--- config.mk ---
export PLATFORM = sky130hd
export DESIGN_NAME = vec_normalize_scheduler
export DESIGN_NICKNAME = d
export VERILOG_FILES = /design/src/rtl/vec_normalize_scheduler.sv
export SDC_FILE = /design/constraint.sdc
export NUM_CORES = 1
export LEC_CHECK = 0
export BUFFER_PORTS_ARGS = -buffer_cell sky130_fd_sc_hd__buf_2
export CELL_PAD_IN_SITES_DETAIL_PLACEMENT = 2
export CELL_PAD_IN_SITES_GLOBAL_PLACEMENT = 2
export CORE_ASPECT_RATIO = 0.9
export CORE_MARGIN = 2
export CORE_UTILIZATION = 29
export DETAILED_ROUTE_END_ITERATION = 8
export MAX_ROUTING_LAYER = met4
export PLACE_DENSITY = 0.84
export SYNTH_ARGS = -nofsm -noshare
export SYNTH_HDL_FRONTEND = slang
export SYNTH_SLANG_ARGS = --single-unit
--- constraint.sdc ---
create_clock -name i_clk -period 3.3 [get_ports i_clk]
set_input_delay 0.33 -clock i_clk [delete_from_list [all_inputs] [get_ports i_clk]]
set_output_delay 0.33 -clock i_clk [all_outputs]
set_load 0.01 [all_outputs]
--- src/rtl/vec_normalize_scheduler.sv ---
// Round-robin front end for one shared, fixed-latency vector-normalize pipeline.
// Grants at most one requester per cycle and registers its operands into the pipeline.
// A {valid, id} tag delay line tracks each issue so the result is routed back to its requester.
module vec_normalize_scheduler #(
  parameter int N_REQ   = 4,
  parameter int LATENCY = 9,
  parameter int ID_W    = $clog2(N_REQ)
) (
  input  logic                          i_clk,
  input  logic                          i_rst,
  input  logic [N_REQ-1:0]              i_req_valid,
  input  logic [27*N_REQ-1:0]           i_req_x,
  input  logic [27*N_REQ-1:0]           i_req_y,
  input  logic [27*N_REQ-1:0]           i_req_z,
  output logic [N_REQ-1:0]              o_req_ready,
  input  logic                          i_stall,
  output logic                          o_pipe_valid,
  output logic [26:0]                   o_pipe_x,
  output logic [26:0]                   o_pipe_y,
  output logic [26:0]                   o_pipe_z,
  input  logic [26:0]                   i_pipe_x,
  input  logic [26:0]                   i_pipe_y,
  input  logic [26:0]                   i_pipe_z,
  output logic [N_REQ-1:0]              o_rsp_valid,
  output logic [ID_W-1:0]               o_rsp_id,
  output logic [26:0]                   o_rsp_x,
  output logic [26:0]                   o_rsp_y,
  output logic [26:0]                   o_rsp_z,
  output logic [$clog2(LATENCY+3)-1:0]  o_inflight,
  output logic                          o_busy
);

  localparam int CNT_W = $clog2(LATENCY + 3);

  logic [26:0]     req_x [N_REQ];
  logic [26:0]     req_y [N_REQ];
  logic [26:0]     req_z [N_REQ];

  logic [ID_W-1:0] ptr;
  logic [ID_W-1:0] gnt_id;
  logic            gnt_any;
  logic [ID_W:0]   scan_sum;
  logic [ID_W-1:0] scan_idx;
  logic [26:0]     sel_x;
  logic [26:0]     sel_y;
  logic [26:0]     sel_z;

  logic            tag_v  [LATENCY+1];
  logic [ID_W-1:0] tag_id [LATENCY+1];

  logic [CNT_W-1:0] inflight;
  logic             rsp_any;

  // Unpack the flat operand buses into per-requester lanes.
  always_comb begin
    for (int unsigned k = 0; k < N_REQ; k++) begin
      req_x[k] = i_req_x[27*k +: 27];
      req_y[k] = i_req_y[27*k +: 27];
      req_z[k] = i_req_z[27*k +: 27];
    end
  end

  // Round-robin scan from the pointer upward (wrapping), first valid requester wins.
  always_comb begin
    o_req_ready = '0;
    gnt_any     = 1'b0;
    gnt_id      = '0;
    scan_sum    = '0;
    scan_idx    = '0;
    sel_x       = '0;
    sel_y       = '0;
    sel_z       = '0;
    if (!i_rst && !i_stall) begin
      for (int unsigned i = 0; i < N_REQ; i++) begin
        scan_sum = {1'b0, ptr} + (ID_W+1)'(i);
        if (scan_sum >= (ID_W+1)'(N_REQ)) begin
          scan_sum = scan_sum - (ID_W+1)'(N_REQ);
        end
        scan_idx = scan_sum[ID_W-1:0];
        if (!gnt_any && i_req_valid[scan_idx]) begin
          gnt_any = 1'b1;
          gnt_id  = scan_idx;
          sel_x   = req_x[scan_idx];
          sel_y   = req_y[scan_idx];
          sel_z   = req_z[scan_idx];
        end
      end
      if (gnt_any) begin
        o_req_ready[gnt_id] = 1'b1;
      end
    end
  end

  // Issue register and round-robin pointer; idle cycles drive zero operands.
  always_ff @(posedge i_clk) begin
    if (i_rst) begin
      ptr          <= '0;
      o_pipe_valid <= 1'b0;
      o_pipe_x     <= '0;
      o_pipe_y     <= '0;
      o_pipe_z     <= '0;
    end else begin
      o_pipe_valid <= gnt_any;
      o_pipe_x     <= sel_x;
      o_pipe_y     <= sel_y;
      o_pipe_z     <= sel_z;
      if (gnt_any) begin
        ptr <= (gnt_id == ID_W'(N_REQ - 1)) ? '0 : gnt_id + ID_W'(1);
      end
    end
  end

  // Tag delay line: stage 0 aligns with o_pipe_valid, stage LATENCY with the result.
  always_ff @(posedge i_clk) begin
    if (i_rst) begin
      for (int unsigned j = 0; j <= LATENCY; j++) begin
        tag_v[j]  <= 1'b0;
        tag_id[j] <= '0;
      end
    end else begin
      tag_v[0]  <= gnt_any;
      tag_id[0] <= gnt_id;
      for (int unsigned j = 1; j <= LATENCY; j++) begin
        tag_v[j]  <= tag_v[j-1];
        tag_id[j] <= tag_id[j-1];
      end
    end
  end

  // Response register: capture the pipeline result and steer it by the matching tag.
  always_ff @(posedge i_clk) begin
    if (i_rst) begin
      o_rsp_valid <= '0;
      o_rsp_id    <= '0;
      o_rsp_x     <= '0;
      o_rsp_y     <= '0;
      o_rsp_z     <= '0;
    end else begin
      o_rsp_x     <= i_pipe_x;
      o_rsp_y     <= i_pipe_y;
      o_rsp_z     <= i_pipe_z;
      o_rsp_id    <= tag_id[LATENCY];
      o_rsp_valid <= tag_v[LATENCY] ? (N_REQ'(1) << tag_id[LATENCY]) : '0;
    end
  end

  assign rsp_any = |o_rsp_valid;

  // Outstanding-operation counter: grants add, visible responses retire.
  always_ff @(posedge i_clk) begin
    if (i_rst) begin
      inflight <= '0;
    end else if (gnt_any && !rsp_any) begin
      inflight <= inflight + CNT_W'(1);
    end else if (!gnt_any && rsp_any) begin
      inflight <= inflight - CNT_W'(1);
    end
  end

  assign o_inflight = inflight;
  assign o_busy     = (inflight != '0);

endmodule

==> results.cfg, run 1 <==
[status]
outcome = complete, no violations

[power_and_ir_drop]
irDropWorstVdd_uv = 411
p_leak_uw = 0.00778
cellPowerDensity_nw_per_um2 = 556

[layout]
drive_above_1_share_pct = 39.5
area_growth_pct = 31.5
final_cells = 2799
fin_nets = 2466
nFillCells = 5671
regArea_um2 = 4090
mostFrequentLayoutCell = buf_2
mostFrequentLayoutCells = buf_2 (588), nor2b_1 (270), dfxtp_1 (202)
final_util_pct = 38.5
multi_input_area_um2 = 10000

[cts]
clkSlewWorstSetupHoldPaths_ns = 0.07
clockRootBuffer = clkbuf_16
insertion_delay_ns = 0.57
cts_buffers = 26
htreeDepth = 1
cts_resized = 0
cts_tree = built
max-clock-path-buffers = 3
cts.sinks = 204

[timing]
slew_headroom_pct = 20.4
clock-skew-final_ns = 0.0164
min_period_ns = 3.21
slew_violations = 0
setup_tns_ns = 0
finalHoldViolations = 0
hold_ws_ns = 0.000396
period_share_pct = 97.2
grt_setup_unrepaired = no
tightest_slew_ns = 1.19
fmax_mhz = 312
setup_violations = 0

[die]
die_area_um2 = 53900
ioPinCount = 590
initial_core_util_pct = 29.3
die_h_um = 220
rows = 79
coreArea_um2 = 51600
die_w_um = 244

[global_route]
grt_pass1_wl_mm = 112
antenna_found_initial = 32
grt_overflow = 0
grt_max_degree = 204
grt_pass1_vias = 17500
grt_usage_pct = 27.9

[synthesis]
syn-num-nets = 1960
syn_area_um2 = 15100
synthSimpleGateAreaFrac_pct = 13.2
synth_cells = 1544
synthMuxAreaShare_pct = 23.1
yosysUniqueCellTypes = 52
synth_area_per_cell_um2 = 9.78
synth_warnings = 0
synth-compound-area-share_pct = 29.3
ys_ff_latch = 204
synth_top_family_by_area = compound AO/OA/AOI/OAI gates
synth_xor_area_share_pct = 0.232
synth_adder_area_share_pct = 0.381
ys_seq_area_share_pct = 27.1

[critical_path]
rrSetupSlack_ns = 0.43
crit_fanout = 30
required_ns = 2.97
max_stage_delay_ns = 0.66
reg2regPathDepth = 7
crit_arrival_ns = 2.88
critPathLaunch = ptr[1]$_SDFFE_PP0P_
path_class = flop to output pin
crit_chain = mux2i_1, nor2_1, nor3_1, nand2b_1, nor2_1, buf_2
slowest_stage = nor3_1
regToRegEndpoint = o_pipe_y[14]$_SDFF_PP0_
end_kind = output pin
crit_path_start_kind = flop
timing.rr.start = ptr[1]$_SDFFE_PP0P_
cpMostUsedCell = nor2_1
setup.worst_path.end = o_req_ready[2]

[detailed_routing]
drt_wl_total_mm = 80.7
wire_per_inst_um = 28.8
drtIter0Drc = 935
firstDrtPassIters = 5
vias = 16000
drcViolationCount = 0
drtAntennaViolNets = 0
viasPerCell = 5.73

[placed_design]
portBuffers = 589
place_congestion = 0.944
placedCellCount = 2672
dp_hpwl_mm = 49.4

[run]
drv_cap = 0

[hold_path]
hold_class = primary input to flop
kinds of logic after synthesis:
kind of cell	count (synthesis)
simple gates	322
buf+inv	180
compound gates	581
flops	204
fa+ha+maj	4
xor+xnor	4
mux	249
cells in the mapped netlist, drive strengths merged:
cell type | instances | area share [%]
a211oi | 161 | 8.0
and3b | 2 | 0.12
nand2b | 8 | 0.33
or4 | 1 | 0.050
nor2b | 270 | 11
xor2 | 2 | 0.12
clkbuf | 65 | 1.8
mux4 | 80 | 12
a21o | 1 | 0.050
or3 | 2 | 0.083
o31a | 1 | 0.058
o21ai | 4 | 0.18
inv | 4 | 0.099
nor2 | 14 | 0.40
fa | 1 | 0.13
or3b | 1 | 0.058
o31ai | 1 | 0.050
a21oi | 167 | 5.5
nor3b | 3 | 0.18
a31oi | 1 | 0.041
xnor2 | 2 | 0.12
buf | 111 | 4.7
ha | 3 | 0.25
nor3 | 6 | 0.27
or2 | 2 | 0.10
dfxtp | 204 | 27
nand3 | 1 | 0.033
o22ai | 82 | 3.4
a31o | 1 | 0.058
o21a | 1 | 0.050
o221ai | 1 | 0.058
nor4 | 3 | 0.12
a221oi | 80 | 7.1
nand3b | 2 | 0.099
mux2i | 169 | 11
o2bb2ai | 80 | 4.6
nand2 | 6 | 0.15
and3 | 1 | 0.041
where the power goes:
group	internal [uW]	switching (uW)	leakage (uW)	total, uW
Sequential	2660	164	0.00168	2830
Combinational	1990	2730	0.00561	4710
Clock	2100	1390	0.000488	3490
worst min path at each step:
stage / to / slack, ns / depth (start not counted) / start
2_1_floorplan: tag_id[1][0]$_SDFF_PP0_ / 0.41 / 1 / tag_id[0][0]$_SDFF_PP0_
5_1_grt: o_rsp_y[1]$_SDFF_PP0_ / 0.0001 / 2 / i_pipe_y[1]
4_1_cts: o_rsp_x[26]$_SDFF_PP0_ / 0.00002 / 2 / i_pipe_x[26]
6_report: o_rsp_y[8]$_SDFF_PP0_ / 0.0004 / 2 / i_pipe_y[8]
3_5_place_dp: tag_id[1][0]$_SDFF_PP0_ / 0.43 / 1 / tag_id[0][0]$_SDFF_PP0_
3_3_place_gp: tag_id[4][1]$_SDFF_PP0_ / 0.42 / 1 / tag_id[3][1]$_SDFF_PP0_
final cells by class:
cell class | count | area share (%)
clock inverter | 21 | 1.70
tap | 688 | 4.34
sequential | 204 | 20.6
clock buffer | 27 | 3.35
antenna | 41 | 0.517
multi-input combinational | 1160 | 50.6
inverter | 4 | 0.101
timing repair buffer | 654 | 18.8
what timing repair did:
item / CTS / global route
endpoints found under the hold margin: 36 / 2
endpoints found under the setup margin: 0 / 0
buffers inserted: 0 / 0
hold buffers: 36 / 2
state kept, by name, summed over array words and instances (netlist names):
name,cells
o_rsp_valid,4
o_pipe_y,27
o_rsp_x,27
o_rsp_z,27
o_rsp_id,2
ptr,2
o_pipe_x,27
tag_id,20
o_pipe_z,27
o_pipe_valid,1
o_rsp_y,27
o_inflight,4
tag_v,9
critical path, delay by kind of cell, from the launching register on:
| family | cells | cell delay [ns] |
|---|---|---|
| simple gates | 4 | 1.18 |
| buf+inv | 1 | 0.22 |
| flops | 1 | 0.64 |
| mux | 1 | 0.24 |
metal layers:
metal	up-vias	wire, um	track usage [%]
li1	7130	-	-
met5	-	0	-
met3	206	6430	8.30
met1	8034	30100	29.0
met2	665	39600	48.4
met4	0	4530	13.5
per-stage QoR:
| step | power (uW) | area, um^2 | setup slack, ns |
|---|---|---|---|
| 2_1_floorplan | 6090 | 15100 | 0.878 |
| 3_3_place_gp | 7100 | 18400 | 0.381 |
| 3_5_place_dp | 7340 | 18400 | 0.287 |
| 4_1_cts | 10900 | 19700 | 0.210 |
| 5_1_grt | 11500 | 19800 | 0.0104 |
| 6_report | 11000 | 19900 | 0.0939 |
(Power assumes the default switching activity.)
==> run 2: changes to the inputs <==
==> constraint.sdc (replaced) <==
create_clock -name i_clk -period 3.62 [get_ports i_clk]
set_input_delay 0.362 -clock i_clk [delete_from_list [all_inputs] [get_ports i_clk]]
set_output_delay 0.362 -clock i_clk [all_outputs]
set_load 0.01 [all_outputs]
==> run 2 against run 1 <==
Effect of this change: sequential power is 9.9% lower; non-clock buffer count fell by 10; hold slack better by 0.024 ns; sequential share of layout area grew 0.27 points; count of clock-buffer cells in the layout increased by 8; via count fell by 0.22%; setup slack better by 0.66 ns; die area unchanged; routed wire length is 4.6% lower; critical path depth did not move; register-to-register slack better by 0.32 ns; sequential cell count is the same.
==> results.cfg, run 2 (same netlist as run 1, synthesis figures left out) <==
[cts]
max-clock-path-buffers = 3
htreeDepth = 1
insertion_delay_ns = 0.59
cts.sinks = 204
cts_setup_buffers = 0
cts_buffers = 27
clkSlewWorstSetupHoldPaths_ns = 0.07
cts_tree = built
clockRootBuffer = clkbuf_16

[critical_path]
cp_num_buf_inv = 1
crit_chain = buf_12, nor2b_1, a211oi_1, a21oi_1, a221oi_1, o2bb2ai_1
path_class = flop to flop
crit_fanout = 183
crit_arrival_ns = 3.30
crit_cells = 6
slowest_stage = buf_12
max_stage_delay_ns = 0.65
reg2regPathDepth = 6
end_kind = flop
required_ns = 4.05
crit_path_start_kind = flop
crit_family = compound AO/OA/AOI/OAI gates

[timing]
grt_setup_unrepaired = no
finalHoldViolations = 0
min_period_ns = 2.87
slew_violations = 0
clock-skew-final_ns = 0.0256
hold_ws_ns = 0.0244
setup_tns_ns = 0
fmax_mhz = 348
tightest_slew_ns = 1.07
period_share_pct = 79.3
setup_violations = 0
slew_headroom_pct = 28.3

[detailed_routing]
drcViolationCount = 0
vias = 16000
wire_per_inst_um = 27.7
drt_wl_total_mm = 77.0
drtIter0Drc = 890
drtAntennaViolNets = 0
firstDrtPassIters = 5
viasPerCell = 5.75

[placed_design]
placedCellCount = 2683
portBuffers = 589
dp_hpwl_mm = 50.0
place_congestion = 0.934

[status]
outcome = complete, no violations

[global_route]
grt.met2_usage_pct = 47.7
grt_usage_pct = 27.6
grt_pass1_wl_mm = 111
grt_pass1_vias = 17200
grt_overflow = 0
antenna_found_initial = 28
met1_usage_pct = 29.3
grt_max_degree = 184
grt_util_met3_pct = 7.11
grt-busiest-layer = met2

[power_and_ir_drop]
switchingPower_uw = 3850
power.total_uw = 9790
cellPowerDensity_nw_per_um2 = 500
p_leak_uw = 0.00770
clockPowerShare_pct = 30.3
power.share.switching_pct = 39.4
irDropWorstVdd_uv = 346
internal_power_uw = 5930
seqPwrFrac_pct = 26.1
pwr-share-comb_pct = 43.6

[die]
initial_core_util_pct = 29.3
rows = 79
die_w_um = 244
ioPinCount = 590
coreArea_um2 = 51600
die_h_um = 220
die_area_um2 = 53900

[layout]
area_growth_pct = 29.8
mostFrequentLayoutCells = buf_2 (588), nor2b_1 (270), dfxtp_1 (202)
final_cells = 2782
drive_above_1_share_pct = 40.1
fin_nets = 2457
mostFrequentLayoutCell = buf_2

[hold_path]
holdPathStages = 2
hold_class = primary input to flop

[run]
drv_cap = 0
==> run 2: cell types whose count changed in the layout (fill, tap and decap cells not counted), sizes merged <==
cell | previous run | this run
buf | 616 | 627
diode | 41 | 33
clkbuf | 27 | 35
clkinv | 10 | 7
inv | 5 | 6
bufinv | 8 | 3
dlygate4sd3 | 38 | 17
==> run 2: area by class of cell <==
class | instances | area [um^2]
diodes | 33 | 82.6
clock buffers | 35 | 756
clock inverters | 14 | 170
fillers | 5686 | 32000
inverters | 4 | 20.0
multi-input cells | 1160 | 10000
flip-flops and latches | 204 | 4090
well taps | 688 | 861
repair buffers | 644 | 3570
==> run 2: worst paths after layout <==
path | start | slack (ns) | endpoint
setup / recovery | ptr[1]$_SDFFE_PP0P_ | 0.75 | o_pipe_x[21]$_SDFF_PP0_
hold / removal | i_pipe_y[14] | 0.02 | o_rsp_y[14]$_SDFF_PP0_
setup reg to reg | ptr[1]$_SDFFE_PP0P_ | 0.75 | o_pipe_x[21]$_SDFF_PP0_
hold reg to reg | tag_id[2][1]$_SDFF_PP0_ | 0.44 | tag_id[3][1]$_SDFF_PP0_
==> run 2: power by group through the flow <==
stage / Combinational, uW / Sequential, uW / Clock [uW]
2_1_floorplan: 2940 / 2620 / 0
3_3_place_gp: 3910 / 2590 / 0
3_5_place_dp: 4140 / 2590 / 0
4_1_cts: 4210 / 2550 / 3000
5_1_grt: 4590 / 2570 / 3110
6_report: 4270 / 2550 / 2970
==> run 2: repair_timing <==
item | in CTS | in global routing
hold endpoints to repair | 17 | 0
hold buffers | 17 | 0
resized for setup | 0 | 0
==> run 2: through the flow <==
step	utilization, %	cell area, um^2	setup WS, ns
floorplan	-	15100	1.17
global placement	35.7	18400	0.770
detailed placement	35.7	18400	0.733
CTS	37.8	19500	0.779
global route	37.9	19600	0.668
finish	38.0	19600	0.750
==> run 2: per-layer routing <==
metal,vias to the layer above,routed length (um)
li1,7086,-
met1,8078,28900
met3,219,5380
met5,-,0
met2,616,38600
met4,0,4120
